`config.mk`:
```
export PLATFORM = sky130hd
export DESIGN_NAME = spi_frame_decoder_flat
export DESIGN_NICKNAME = d
export VERILOG_FILES = /design/src/rtl/spi_frame_pkg.sv /design/src/rtl/spi_frame_decoder_if.sv /design/src/rtl/spi_sync_edge.sv /design/src/rtl/spi_frame_decoder.sv /design/src/flat_wrapper.sv
export SDC_FILE = /design/constraint.sdc
export NUM_CORES = 1
export LEC_CHECK = 0
export BUFFER_PORTS_ARGS = -buffer_cell sky130_fd_sc_hd__buf_2
export CELL_PAD_IN_SITES_DETAIL_PLACEMENT = 1
export CELL_PAD_IN_SITES_GLOBAL_PLACEMENT = 2
export CORE_MARGIN = 4
export CORE_UTILIZATION = 30
export CTS_BUF_LIST = sky130_fd_sc_hd__clkbuf_16
export DETAILED_ROUTE_END_ITERATION = 16
export GPL_TIMING_DRIVEN = 0
export PLACE_DENSITY_LB_ADDON = 0.1
export SETUP_SLACK_MARGIN = 0.4
export SYNTH_ARGS = -nofsm -noshare
export SYNTH_HDL_FRONTEND = slang
export SYNTH_SLANG_ARGS = --single-unit
```
`constraint.sdc`:
```
create_clock -name clk -period 3.6 [get_ports clk]
set_input_delay 0.72 -clock clk [delete_from_list [all_inputs] [get_ports clk]]
set_output_delay 0.72 -clock clk [all_outputs]
set_load 0.01 [all_outputs]
```
`src/rtl/spi_frame_pkg.sv`:
```
// Shared types and sizing helpers for the SPI frame decoder.
// Imported by the decoder top and its edge-detect sub-module.
package spi_frame_pkg;

    typedef enum logic [1:0] {
        IDLE    = 2'd0,
        SHIFT   = 2'd1,
        WAIT_CS = 2'd2
    } state_e;

    function automatic int frame_w(input int field_w, input int num_fields);
        return field_w * num_fields;
    endfunction

    // Counter must reach FRAME_W+1 so long frames stay distinguishable.
    function automatic int cnt_w(input int fw);
        return $clog2(fw + 2);
    endfunction

endpackage

```
`src/rtl/spi_frame_decoder_if.sv`:
```
// SPI pins plus decoded-frame outputs of the frame decoder.
// master = SPI host / consumer side, slave = decoder side.
interface spi_frame_decoder_if #(
    parameter int FRAME_W = 16
);
    logic               sclk;
    logic               cs_n;
    logic               mosi;
    logic               miso;
    logic [FRAME_W-1:0] tx_data;
    logic [FRAME_W-1:0] fields_o;
    logic               frame_valid;
    logic               frame_err;
    logic               busy;

    modport master (
        output sclk, cs_n, mosi, tx_data,
        input  miso, fields_o, frame_valid, frame_err, busy
    );

    modport slave (
        input  sclk, cs_n, mosi, tx_data,
        output miso, fields_o, frame_valid, frame_err, busy
    );
endinterface

```
`src/rtl/spi_sync_edge.sv`:
```
// Multi-flop synchroniser with one extra registered copy for
// single-cycle rise/fall pulses in the clk domain.
module spi_sync_edge
    import spi_frame_pkg::*;
#(
    parameter int STAGES = 2
) (
    input  logic clk,
    input  logic rst,
    input  logic d,
    output logic q,
    output logic rise,
    output logic fall
);
    logic [STAGES-1:0] sync_q, sync_d;
    logic              prev_q, prev_d;

    always_comb begin
        sync_d = {sync_q[STAGES-2:0], d};
        prev_d = sync_q[STAGES-1];
    end

    // Clearing to 0 means a cs_n held low through reset never looks like a fall.
    always_ff @(posedge clk) begin
        if (rst) begin
            sync_q <= '0;
            prev_q <= 1'b0;
        end else begin
            sync_q <= sync_d;
            prev_q <= prev_d;
        end
    end

    assign q    = sync_q[STAGES-1];
    assign rise = q & ~prev_q;
    assign fall = ~q & prev_q;

endmodule

```
`src/rtl/spi_frame_decoder.sv`:
```
// Oversampling SPI mode-0 slave: shifts a FRAME_W-bit word from mosi,
// checks its length and publishes it atomically as NUM_FIELDS fields.
module spi_frame_decoder
    import spi_frame_pkg::*;
#(
    parameter int FIELD_W     = 4,
    parameter int NUM_FIELDS  = 4,
    parameter int SYNC_STAGES = 2
) (
    input logic                clk,
    input logic                rst,
    spi_frame_decoder_if.slave bus
);
    localparam int FRAME_W = frame_w(FIELD_W, NUM_FIELDS);
    localparam int CW      = cnt_w(FRAME_W);

    logic sclk_s, sclk_rise, sclk_fall;
    logic cs_s, cs_rise, cs_fall;
    logic mosi_s;

    logic [SYNC_STAGES-1:0] mosi_q, mosi_d;

    state_e             state_q, state_d;
    logic [CW-1:0]      cnt_q, cnt_d;
    logic [FRAME_W-1:0] rx_q, rx_d;
    logic [FRAME_W-1:0] tx_q, tx_d;
    logic [FRAME_W-1:0] fields_q, fields_d;
    logic               valid_q, valid_d;
    logic               err_q, err_d;
    logic               busy_q, busy_d;

    spi_sync_edge #(.STAGES(SYNC_STAGES)) u_sclk (
        .clk  (clk),
        .rst  (rst),
        .d    (bus.sclk),
        .q    (sclk_s),
        .rise (sclk_rise),
        .fall (sclk_fall)
    );

    spi_sync_edge #(.STAGES(SYNC_STAGES)) u_cs (
        .clk  (clk),
        .rst  (rst),
        .d    (bus.cs_n),
        .q    (cs_s),
        .rise (cs_rise),
        .fall (cs_fall)
    );

    // Same depth as the sclk chain so mosi_s lines up with sclk_rise.
    assign mosi_d = {mosi_q[SYNC_STAGES-2:0], bus.mosi};
    assign mosi_s = mosi_q[SYNC_STAGES-1];

    always_comb begin
        state_d  = state_q;
        cnt_d    = cnt_q;
        rx_d     = rx_q;
        tx_d     = tx_q;
        fields_d = fields_q;
        valid_d  = 1'b0;
        err_d    = 1'b0;
        busy_d   = busy_q;
        unique case (state_q)
            IDLE: begin
                if (cs_fall) begin
                    cnt_d   = '0;
                    rx_d    = '0;
                    tx_d    = bus.tx_data;
                    busy_d  = 1'b1;
                    state_d = SHIFT;
                end
            end
            SHIFT: begin
                if (sclk_rise) begin
                    rx_d = {rx_q[FRAME_W-2:0], mosi_s};
                    if (cnt_q != CW'(FRAME_W + 1))
                        cnt_d = cnt_q + CW'(1);
                end
                if (sclk_fall)
                    tx_d = {tx_q[FRAME_W-2:0], 1'b0};
                // Frame end sees this cycle's shift, so use the _d values.
                if (cs_rise) begin
                    if (cnt_d == CW'(FRAME_W)) begin
                        fields_d = rx_d;
                        valid_d  = 1'b1;
                    end else begin
                        err_d = 1'b1;
                    end
                    tx_d    = '0;
                    busy_d  = 1'b0;
                    state_d = IDLE;
                end
            end
            WAIT_CS: begin
                tx_d   = '0;
                busy_d = 1'b0;
                if (cs_s && !sclk_s)
                    state_d = IDLE;
            end
            default: state_d = IDLE;
        endcase
    end

    always_ff @(posedge clk) begin
        if (rst) begin
            mosi_q   <= '0;
            state_q  <= IDLE;
            cnt_q    <= '0;
            rx_q     <= '0;
            tx_q     <= '0;
            fields_q <= '0;
            valid_q  <= 1'b0;
            err_q    <= 1'b0;
            busy_q   <= 1'b0;
        end else begin
            mosi_q   <= mosi_d;
            state_q  <= state_d;
            cnt_q    <= cnt_d;
            rx_q     <= rx_d;
            tx_q     <= tx_d;
            fields_q <= fields_d;
            valid_q  <= valid_d;
            err_q    <= err_d;
            busy_q   <= busy_d;
        end
    end

    assign bus.miso        = tx_q[FRAME_W-1];
    assign bus.fields_o    = fields_q;
    assign bus.frame_valid = valid_q;
    assign bus.frame_err   = err_q;
    assign bus.busy        = busy_q;

endmodule
```
`src/flat_wrapper.sv`:
```
// flat-port wrapper written by rule: the top's interface ports become plain ports
module spi_frame_decoder_flat import spi_frame_pkg::*;
#(
    parameter int FIELD_W     = 4,
    parameter int NUM_FIELDS  = 4,
    parameter int SYNC_STAGES = 2
)
  (clk, rst, bus_sclk, bus_cs_n, bus_mosi, bus_tx_data, bus_miso, bus_fields_o, bus_frame_valid, bus_frame_err, bus_busy);
  spi_frame_decoder_if bus_i ();
  input logic clk;
  input logic rst;
  input wire logic [$bits(bus_i.sclk)-1:0] bus_sclk;
  input wire logic [$bits(bus_i.cs_n)-1:0] bus_cs_n;
  input wire logic [$bits(bus_i.mosi)-1:0] bus_mosi;
  input wire logic [$bits(bus_i.tx_data)-1:0] bus_tx_data;
  output wire logic [$bits(bus_i.miso)-1:0] bus_miso;
  output wire logic [$bits(bus_i.fields_o)-1:0] bus_fields_o;
  output wire logic [$bits(bus_i.frame_valid)-1:0] bus_frame_valid;
  output wire logic [$bits(bus_i.frame_err)-1:0] bus_frame_err;
  output wire logic [$bits(bus_i.busy)-1:0] bus_busy;
  assign bus_i.sclk = bus_sclk;
  assign bus_i.cs_n = bus_cs_n;
  assign bus_i.mosi = bus_mosi;
  assign bus_i.tx_data = bus_tx_data;
  assign bus_miso = bus_i.miso;
  assign bus_fields_o = bus_i.fields_o;
  assign bus_frame_valid = bus_i.frame_valid;
  assign bus_frame_err = bus_i.frame_err;
  assign bus_busy = bus_i.busy;
  spi_frame_decoder #(.FIELD_W(FIELD_W), .NUM_FIELDS(NUM_FIELDS), .SYNC_STAGES(SYNC_STAGES)) u_core (.clk(clk), .rst(rst), .bus(bus_i));
endmodule
```
==> out/metrics.csv, run 1 <==
metric;value;unit
Final Critical Period;2.600;ns
Clock Skew;0.008536;ns
Startpoint Class;flop;
most frequent cells after synthesis;dfxtp_1, nand2_1, a21oi_1;
DRT Wirelength;7723;µm
chip height;106.9;µm
Initial Util;31.34;%
PostCTS Resize Cnt;0;
number of I/O pins;41;
worst IR drop on VDD;0.2535;mV
vias per inst;4.942;
Area growth, synth to finish;20.96;%
Residual DRC;0;
clock sink total;64;
GRT overflow;0;
Fill cells;1144;
post-synthesis xor/xnor area fraction;0.5965;%
Clock Root Buffer;clkbuf_16;
Mean Syn Cell Area;8.872;µm²
fin area;0.003552;mm²
Max Clk Rate;384.6;MHz
Worst EP required;3.85;ns
vias after detailed routing;2545;
Seq cells post-synth;64;
ys async rst share;0;%
Rel. slew slack;54.70;%
drt wl/cell;15.00;µm
routability cong.;0.7519;
ranking of synthesized cells by area;dfxtp_1, mux2_2, nand2b_1;
largest net degree at the start of global routing;11;
clk_lat worst skew;0.33;ns
Synth top area share;43.63;%
CP endpoint kind;flop;
antenna violations before repair;0;
CTS Buf Count;9;
Total Nets Final;405;
most numerous cell in the Yosys netlist;dfxtp_1;
Hold Crit Class;flop to flop;
Reg clk slew, reported paths;0.05;ns
Synth cell types;34;
Placeable Area;0.009371;mm²
Max Cap Viol;0;
# Post-CTS Setup Buffers;0;
Worst Hold Margin;0.4367;ns
post-placement cell area;0.003298;mm²
H-tree Lvls;3;
GRT Resource Usage Total;14.54;%
Leakage;0.001326;µW
n_diodes;0;
Seq/Total Area, Yosys;43.63;%
Slew Viols, Final;0;
Slew @ Worst Pin;0.6771;ns
Ys Warns;0;
CTS tree;yes;
CTS hold repair buffers;0;
RSZ-0062 raised after global routing;no;
fin crit share;72.23;%
Hold Vio Cnt, Final;0;
Clock Tree Buf Depth;2;
die area;0.01144;mm²
post-synth top area cell;dfxtp_1;
status;finished, final reports clean;
DRT iter0 DRCs;105;
largest family of logic cells by synthesized area;simple AND/OR/NAND/NOR gates;
synthesized area;0.002937;mm²
setup TNS;0;ns
Setup CP Type;flop to flop;
Synth Instances;331;
hpwl dp;5498;µm
adder-cell share of the synthesized area;0.8522;%
post-synthesis compound-gate area fraction;17.26;%
mux cell area share after synthesis;10.57;%
first-pass GRT wire length;13170;µm
Cell Rows;35;
Mapped Nets;354;
vias in the first global route;2588;
CP arrival;2.85;ns
port buffer count;40;
Post-Synth Simple-Gate Area;22.62;%
crit path max fanout;10;
Die Wd;106.9;µm
final setup vio count;0;
Pwr Density;444.8;mW/mm²
EDFF count, synth;0;
drt first pass iters;4;
share of cells above drive strength 1;19.69;%
post-route ant nets;0;
main flop type after synthesis;dfxtp_1;
critical path, cell delays in order, from the launching register on:
cell,delay [ns]
dfxtp_1,0.32
clkbuf_1,0.28
inv_1,0.08
ha_1,0.32
nor4bb_1,0.28
a2bb2oi_1,0.17
a221oi_4,0.60
buf_6,0.26
mux2i_1,0.21
state kept, by name, indices dropped and copies added, names as in the netlist:
name,count
u_core.u_sclk.prev_q,1
u_core.cnt_q,5
u_core.state_q,1
u_core.u_sclk.sync_q,2
u_core.bus.frame_err,1
u_core.mosi_q,2
u_core.bus.frame_valid,1
u_core.u_cs.sync_q,2
u_core.rx_q,16
u_core.tx_q,16
u_core.u_cs.prev_q,1
u_core.bus.fields_o,16
cell type report:
class	count	area (µm²)	share of cell area (%)
plain buffers	30	123.9	3.487
clock buffers	9	225.2	6.340
clock inverters	6	28.78	0.8101
inverters	2	7.507	0.2113
multi-input cells	235	1524	42.90
flip-flops and latches	64	1281	36.07
well taps	129	161.4	4.544
repair buffers	40	200.2	5.636
layout by cell type, fill, tap and decap left out, drive strengths merged, types with 2 or more instances in the layout:
cell type | netlist | final
a221oi | 2 | 2
nand2 | 32 | 32
buf | 5 | 45
nor2 | 19 | 19
inv | 1 | 2
nand3 | 19 | 19
mux2 | 16 | 16
xor2 | 2 | 2
clkbuf | 25 | 34
a311oi | 15 | 15
o21ai | 7 | 7
nor2b | 17 | 17
o21a | 4 | 4
nand2b | 25 | 25
mux2i | 13 | 13
nor4bb | 2 | 2
ha | 2 | 2
a22oi | 11 | 11
a21oi | 26 | 26
nor3 | 8 | 8
clkinv | 1 | 5
and2 | 2 | 2
a32oi | 5 | 5
dfxtp | 64 | 64
or2 | 2 | 2
cell families after synthesis:
| kind of cell | count (synthesis) |
|---|---|
| xor+xnor | 2 |
| fa+ha+maj | 2 |
| simple gates | 130 |
| flops | 64 |
| mux | 29 |
| buf+inv | 32 |
| compound gates | 72 |
per-layer routing:
layer / share of wire, % / track usage (%)
met1: 52 / 20.58
met2: 43 / 21.40
met3: 3.1 / 3.913
met4: 1.2 / 4.658
met5: 0 / 0
power breakdown:
part / internal (µW) / switching [µW]
logic: 36.2 / 60.7
registers: 725 / 7.94
clock network: 451 / 299
final timing paths:
kind	from	to	slack, ns	cells past startpoint
setup / recovery	u_core.cnt_q[1]	u_core.bus.fields_o[5]	1.0	8
hold / removal	u_core.u_cs.sync_q[0]	u_core.u_cs.sync_q[1]	0.44	1
setup reg to reg	u_core.cnt_q[1]	u_core.bus.fields_o[5]	1.0	8
hold reg to reg	u_core.u_cs.sync_q[0]	u_core.u_cs.sync_q[1]	0.44	1
stage by stage:
step	power, µW	instances	util [%]	worst slack [ns]
after detailed placement	846.5	500	35.19	1.013
after global routing	1658	515	37.90	0.7776
after global placement	844.3	500	35.19	1.053
final	1580	515	37.90	0.9997
after floorplan	808.1	331	-	1.403
after CTS	1617	515	37.90	0.9925
Power figures use the tool's default switching activity.
==> inputs of run 2 (changes only) <==
- ABC_AREA: default -> 1
- CORE_UTILIZATION: 30 -> 28
- clock period: 3.6 -> 2.1 ns (I/O delays scaled with it)
==> run 2 against run 1 <==
  * Wire length rose by 6.7%
  * Total power rose by 83%
  * Clock power rose by 95%
  * Largest cell class unchanged
  * Critical endpoint is now u_core.bus.fields_o[7]
  * Highest routed layer unchanged
  * Fmax rose by 49%
  * Largest power group unchanged
  * Cell area rose by 6.9%
==> out/metrics.csv, run 2 <==
metric;value;unit;change
post-route ant nets;0;;unchanged
vias after detailed routing;2774;;was 2545
GRT overflow;0;;unchanged
Die Wd;109.1;µm;was 106.9 µm
Seq cells post-synth;64;;unchanged
Mapped Nets;429;;was 354
number of I/O pins;41;;unchanged
final setup vio count;0;;unchanged
Hold Vio Cnt, Final;0;;unchanged
fin crit share;83.12;%;was 72.23%
worst IR drop on VDD;0.3652;mV;was 0.2535 mV
Hold Crit Class;input pin to flop;;was flop to flop
Clock Root Buffer;clkbuf_16;;unchanged
Max Clk Rate;572.9;MHz;was 384.6 MHz
clock sink total;64;;unchanged
Leakage;0.001722;µW;was 0.001326 µW
antenna violations before repair;0;;unchanged
Rel. slew slack;58.33;%;was 54.70%
placed cell count;579;;was 500
Max Cap Viol;0;;unchanged
main flop type after synthesis;dfxtp_1;;unchanged
most frequent cells after synthesis;nand2_1, dfxtp_1, nor2_1;;was dfxtp_1, nand2_1, a21oi_1
Clock Skew;0.006804;ns;was 0.008536 ns
crit path max fanout;10;;unchanged
share of cells above drive strength 1;26.22;%;was 19.69%
Seq/Total Area, Yosys;44.76;%;was 43.63%
CTS Buf Count;9;;unchanged
CP endpoint kind;flop;;unchanged
CTS tree;yes;;unchanged
Synth cell types;30;;was 34
post-synth top area cell;dfxtp_1;;unchanged
die area;0.01191;mm²;was 0.01144 mm²
Ys Warns;0;;unchanged
Synth Instances;406;;was 331
Worst Hold Margin;0.2972;ns;was 0.4367 ns
Residual DRC;0;;unchanged
Clock Tree Buf Depth;2;;unchanged
ys async rst share;0;%;unchanged
Slew Viols, Final;0;;unchanged
Synth top area share;44.76;%;was 43.63%
commonest non-fill, non-tap cell in the layout;nand2_1;;was dfxtp_1
chip height;109.1;µm;was 106.9 µm
Initial Util;29.02;%;was 31.34%
Tot Pwr;2894;µW;was 1580 µW
most numerous cell in the Yosys netlist;nand2_1;;was dfxtp_1
drt first pass iters;4;;unchanged
Startpoint Class;flop;;unchanged
status;finished, final reports clean;;unchanged
DRT iter0 DRCs;74;;was 105
drt wl/cell;13.60;µm;was 15.00 µm
DRT Wirelength;8240;µm;was 7723 µm
clk_lat worst skew;0.32;ns;was 0.33 ns
setup TNS;0;ns;unchanged
ranking of synthesized cells by area;dfxtp_1, nand2_1, nor2_1;;was dfxtp_1, mux2_2, nand2b_1
Area growth, synth to finish;32.65;%;was 20.96%
commonest cells after routing, fill and taps aside;nand2_1, dfxtp_1, buf_2;;was dfxtp_1, buf_2, nand2_1
CP arrival;1.96;ns;was 2.85 ns
Cell Rows;36;;was 35
RSZ-0062 raised after global routing;yes;;was no
Setup CP Type;flop to flop;;unchanged
vias per inst;4.578;;was 4.942
Final Util;38.50;%;was 37.90%
EDFF count, synth;0;;unchanged
Reg clk slew, reported paths;0.06;ns;was 0.05 ns
H-tree Lvls;3;;unchanged
Final Critical Period;1.745;ns;was 2.600 ns
largest net degree at the start of global routing;12;;was 11
n_diodes;0;;unchanged
synthesized area;0.002863;mm²;was 0.002937 mm²
first-pass GRT wire length;13590;µm;was 13170 µm
vias in the first global route;2751;;was 2588
port buffer count;40;;unchanged
Layout Cells excl Fill;606;;was 515
GRT Resource Usage Total;14.60;%;was 14.54%
routability cong.;0.7111;;was 0.7519
Slew @ Worst Pin;0.6251;ns;was 0.6771 ns
Mean Syn Cell Area;7.051;µm²;was 8.872 µm²
Total Nets Final;491;;was 405
Pwr Density;762.0;mW/mm²;was 444.8 mW/mm²
Placeable Area;0.009864;mm²;was 0.009371 mm²
hpwl dp;5740;µm;was 5498 µm
Worst EP required;2.31;ns;was 3.85 ns
run 2: cell types whose count changed after synthesis, moves of 16 or more:
cell | before | now
inv_1 | 1 | 32
nand2b_1 | 25 | 0
nor2b_1 | 17 | 0
nand2_1 | 32 | 131
mux2_2 | 16 | 0
nor2_1 | 19 | 44
run 2: what timing repair did:
action | 4_1_cts | 5_1_grt
resized for setup | 25 | 23
endpoints found under the setup margin | 29 | 46
gates cloned | 1 | 1
pin swaps | 1 | 6
buffers inserted | 3 | 6
hold buffers | 0 | 0
run 2: path summary, 6_finish.rpt:
kind | cells after the start | slack, ns | to | start
worst min-delay path | 3 | 0.30 | u_core.u_sclk.sync_q[0] | bus_sclk
worst max register to register | 14 | 0.35 | u_core.bus.fields_o[7] | u_core.cnt_q[1]
worst max-delay path | 14 | 0.35 | u_core.bus.fields_o[7] | u_core.cnt_q[1]
worst min register to register | 2 | 0.40 | u_core.u_sclk.sync_q[1] | u_core.u_sclk.sync_q[0]
run 2: through the flow:
| stage | area, µm² | setup WS, ns |
|---|---|---|
| after floorplan | 2863 | 0.5154 |
| after global placement | 3229 | 0.1873 |
| after detailed placement | 3229 | 0.1738 |
| after CTS | 3630 | 0.3471 |
| after global routing | 3797 | 0.2269 |
| final | 3797 | 0.3545 |
run 2: cell families after synthesis:
logic type               synth area share (%)
AND/OR/NAND/NOR                         32.56
flip-flops                              44.76
buffers and inverters                   9.310
AO/OA/AOI/OAI                           12.15
adder cells (fa/ha/maj)                0.8740
multiplexers                           0.3497
run 2: cell type report:
type                    count  area [µm²]
clock inverters             7       63.81
clock buffers               9       225.2
flip-flops and latches     64        1291
well taps                 133       166.4
fillers                  1232        6067
repair buffers             51       332.8
multi-input cells         280        1426
plain buffers              23       138.9
inverters                  39       152.6
run 2: layer usage:
| layer | global-route usage [%] | wire [µm] |
|---|---|---|
| met4 | 4.328 | 38 |
| met1 | 18.40 | 3866 |
| met3 | 2.842 | 267 |
| met5 | 0 | 0 |
| met2 | 25.13 | 4066 |
run 2: worst max-delay path, stage by stage, from the launching register on:
cell and delay (ns):
dfxtp_4 0.36, inv_4 0.06, ha_4 0.12, nand2_2 0.05, inv_2 0.07, nand2_4 0.07, nand2_4 0.08, nand2_4 0.05
nand2_4 0.07, nand2_4 0.07, nor2_8 0.10, nand3_4 0.17, buf_8 0.19, nor2_1 0.11, nor2_1 0.06
run 2: power by group:
| group | switching [µW] | total, µW | leakage, µW | internal [µW] |
|---|---|---|---|---|
| combinational | 114 | 181 | 0.00106 | 67.2 |
| sequential | 13.8 | 1250 | 0.000521 | 1240 |
| clock | 551 | 1460 | 0.000144 | 908 |
| total | 679 | 2890 | 0.00172 | 2220 |
==> inputs of run 3 (changes only) <==
- ABC_AREA: 1 -> 0
- CORE_UTILIZATION: 28 -> 30
- clock period: 2.1 -> 1.8 ns (I/O delays scaled with it)
==> run 3 against run 2 <==
  * The run now ends with negative setup slack left
  * First-iteration DRC count decreased by 36%
  * Cell area increased by 12%
  * Register-to-register slack got worse by 0.62 ns
  * Clock-buffer cell count unchanged
  * Die area decreased by 4.0%
  * Clock skew increased by 0.0014 ns
  * Critical path type unchanged
  * Critical endpoint is now u_core.bus.fields_o[12]
  * Largest cell class unchanged
==> out/metrics.csv, run 3 (same netlist as run 1, synthesis figures left out) <==
metric;value;unit;change
status;complete, but fails checks;;was finished, final reports clean
failing checks;negative setup slack;;
commonest non-fill, non-tap cell in the layout;dfxtp_1;;was nand2_1
Slew Viols, Final;0;;unchanged
max incr delay on CP;0.34;ns;was 0.36 ns
commonest cells after routing, fill and taps aside;dfxtp_1, buf_2, nand2_1;;was nand2_1, dfxtp_1, buf_2
crit path max fanout;6;;was 10
Total Nets Final;432;;was 491
antenna violations before repair;0;;unchanged
DRT Wirelength;8614;µm;was 8240 µm
clk_lat worst skew;0.33;ns;was 0.32 ns
CP endpoint kind;flop;;unchanged
GRT Resource Usage Total;15.23;%;was 14.60%
n_diodes;0;;unchanged
RSZ-0062 raised after global routing;yes;;unchanged
worst IR drop on VDD;0.3650;mV;was 0.3652 mV
Final Critical Period;2.068;ns;was 1.745 ns
hpwl dp;5660;µm;was 5740 µm
Fill cells;1108;;was 1232
Reg clk slew, reported paths;0.05;ns;was 0.06 ns
number of I/O pins;41;;unchanged
Cell Rows;35;;was 36
Setup CP Type;flop to flop;;unchanged
Clock Root Buffer;clkbuf_16;;unchanged
Worst EP required;2.01;ns;was 2.31 ns
CTS hold repair buffers;0;;unchanged
H-tree Lvls;3;;unchanged
die area;0.01144;mm²;was 0.01191 mm²
post-placement cell area;0.003413;mm²;was 0.003229 mm²
Pwr Density;777.2;mW/mm²;was 762.0 mW/mm²
clock sink total;64;;unchanged
slowest CP cell;dfxtp_2;;was dfxtp_4
final setup vio count;18;;was 0
Startpoint Class;flop;;unchanged
Hold Vio Cnt, Final;0;;unchanged
vias after detailed routing;2667;;was 2774
placed cell count;500;;was 579
largest net degree at the start of global routing;12;;unchanged
Clock Skew;0.008186;ns;was 0.006804 ns
Setup WS post-layout;-0.2682;ns;was 0.3545 ns
drt wl/cell;15.86;µm;was 13.60 µm
DRT iter0 DRCs;47;;was 74
Max Cap Viol;0;;unchanged
Hold Crit Class;input pin to flop;;unchanged
routability cong.;0.7796;;was 0.7111
Leakage;0.001623;µW;was 0.001722 µW
CP arrival;2.28;ns;was 1.96 ns
Max Clk Rate;483.5;MHz;was 572.9 MHz
Rel. slew slack;53.06;%;was 58.33%
vias in the first global route;2742;;was 2751
fin area;0.004255;mm²;was 0.003797 mm²
setup TNS;-3.259;ns;was 0 ns
port buffer count;40;;unchanged
CP Cell Sequence;buf_8 > inv_4 > ha_4 > nor4bb_4 > buf_4 > mux2i_4 > a221oi_4 > buf_6 > buf_12 > mux2_4;;was inv_4 > ha_4 > nand2_2 > inv_2 > nand2_4 > nand2_4 > nand2_4 > nand2_4 > nand2_4 > nor2_8 > nand3_4 > buf_8 > nor2_1 > nor2_1
post-route ant nets;0;;unchanged
Layout Cells excl Fill;543;;was 606
GRT overflow;0;;unchanged
Area growth, synth to finish;44.91;%;was 32.65%
Residual DRC;0;;unchanged
CTS tree;yes;;unchanged
CTS Buf Count;9;;unchanged
fin crit share;114.9;%;was 83.12%
Clock Tree Buf Depth;2;;unchanged
Initial Util;31.34;%;was 29.02%
Die Wd;106.9;µm;was 109.1 µm
chip height;106.9;µm;was 109.1 µm
share of cells above drive strength 1;41.79;%;was 26.22%
first-pass GRT wire length;13880;µm;was 13590 µm
Placeable Area;0.009371;mm²;was 0.009864 mm²
drt first pass iters;4;;unchanged
Slew @ Worst Pin;0.7041;ns;was 0.6251 ns
vias per inst;4.912;;was 4.578
-- run 3: critical path, delay by kind of cell (launching register included) --
kind	cells	cell delay, ns
multiplexers	2	0.48
adder cells (fa/ha/maj)	1	0.14
AO/OA/AOI/OAI	1	0.27
AND/OR/NAND/NOR	1	0.14
buffers and inverters	5	0.56
flip-flops	1	0.34
-- run 3: through the flow --
stage / total power, µW / utilization, % / hold slack (ns) / setup WS [ns]
3_3_place_gp: 1701 / 36.42 / 0.4149 / -0.5137
3_5_place_dp: 1705 / 36.42 / 0.4234 / -0.5902
6_report: 3307 / 45.41 / 0.2469 / -0.2682
2_1_floorplan: 1627 / - / 0.4137 / -0.2219
5_1_grt: 3442 / 45.41 / 0.2652 / -0.3255
4_1_cts: 3305 / 42.24 / 0.2421 / -0.2950
-- run 3: final cells by class --
class                           count  area, µm²  area share, %
Buffer                             30      237.7          5.587
Clock buffer                        9      225.2          5.293
Clock inverter                      7      38.79         0.9115
Inverter                            2      11.26         0.2646
Multi-Input combinational cell    235       1814          42.63
Sequential cell                    64       1296          30.46
Tap cell                          129      161.4          3.793
Timing Repair Buffer               67      470.5          11.06
-- run 3: power breakdown --
group          internal [µW]  switching, µW  total [µW]
clock network            913            634        1550
logic                    138            155         293
registers               1450           19.4        1470
total                   2500            808        3310
-- run 3: metal layers --
layer / global-route usage, % / up-vias / share of wire, %
li1: - / 1328 / -
met1: 20.39 / 1297 / 49
met2: 24.64 / 34 / 47
met3: 3.552 / 8 / 3.0
met4: 4.110 / 0 / 0.95
met5: 0 / - / 0
-- run 3: timing repair --
item / CTS / global route
buffers inserted: 12 / 12
gates cloned: 1 / 2
pin swaps: 6 / 7
setup endpoints to repair: 56 / 55
resized for setup: 53 / 49
-- run 3: path summary, 6_finish.rpt --
kind                                                end                   from  cells past startpoint  slack [ns]
worst max-delay path            u_core.bus.fields_o[12]        u_core.cnt_q[1]                     10       -0.27
worst min-delay path              u_core.u_cs.sync_q[0]               bus_cs_n                      2        0.25
worst max register to register  u_core.bus.fields_o[12]        u_core.cnt_q[1]                     10       -0.27
worst min register to register    u_core.u_cs.sync_q[1]  u_core.u_cs.sync_q[0]                      1        0.43
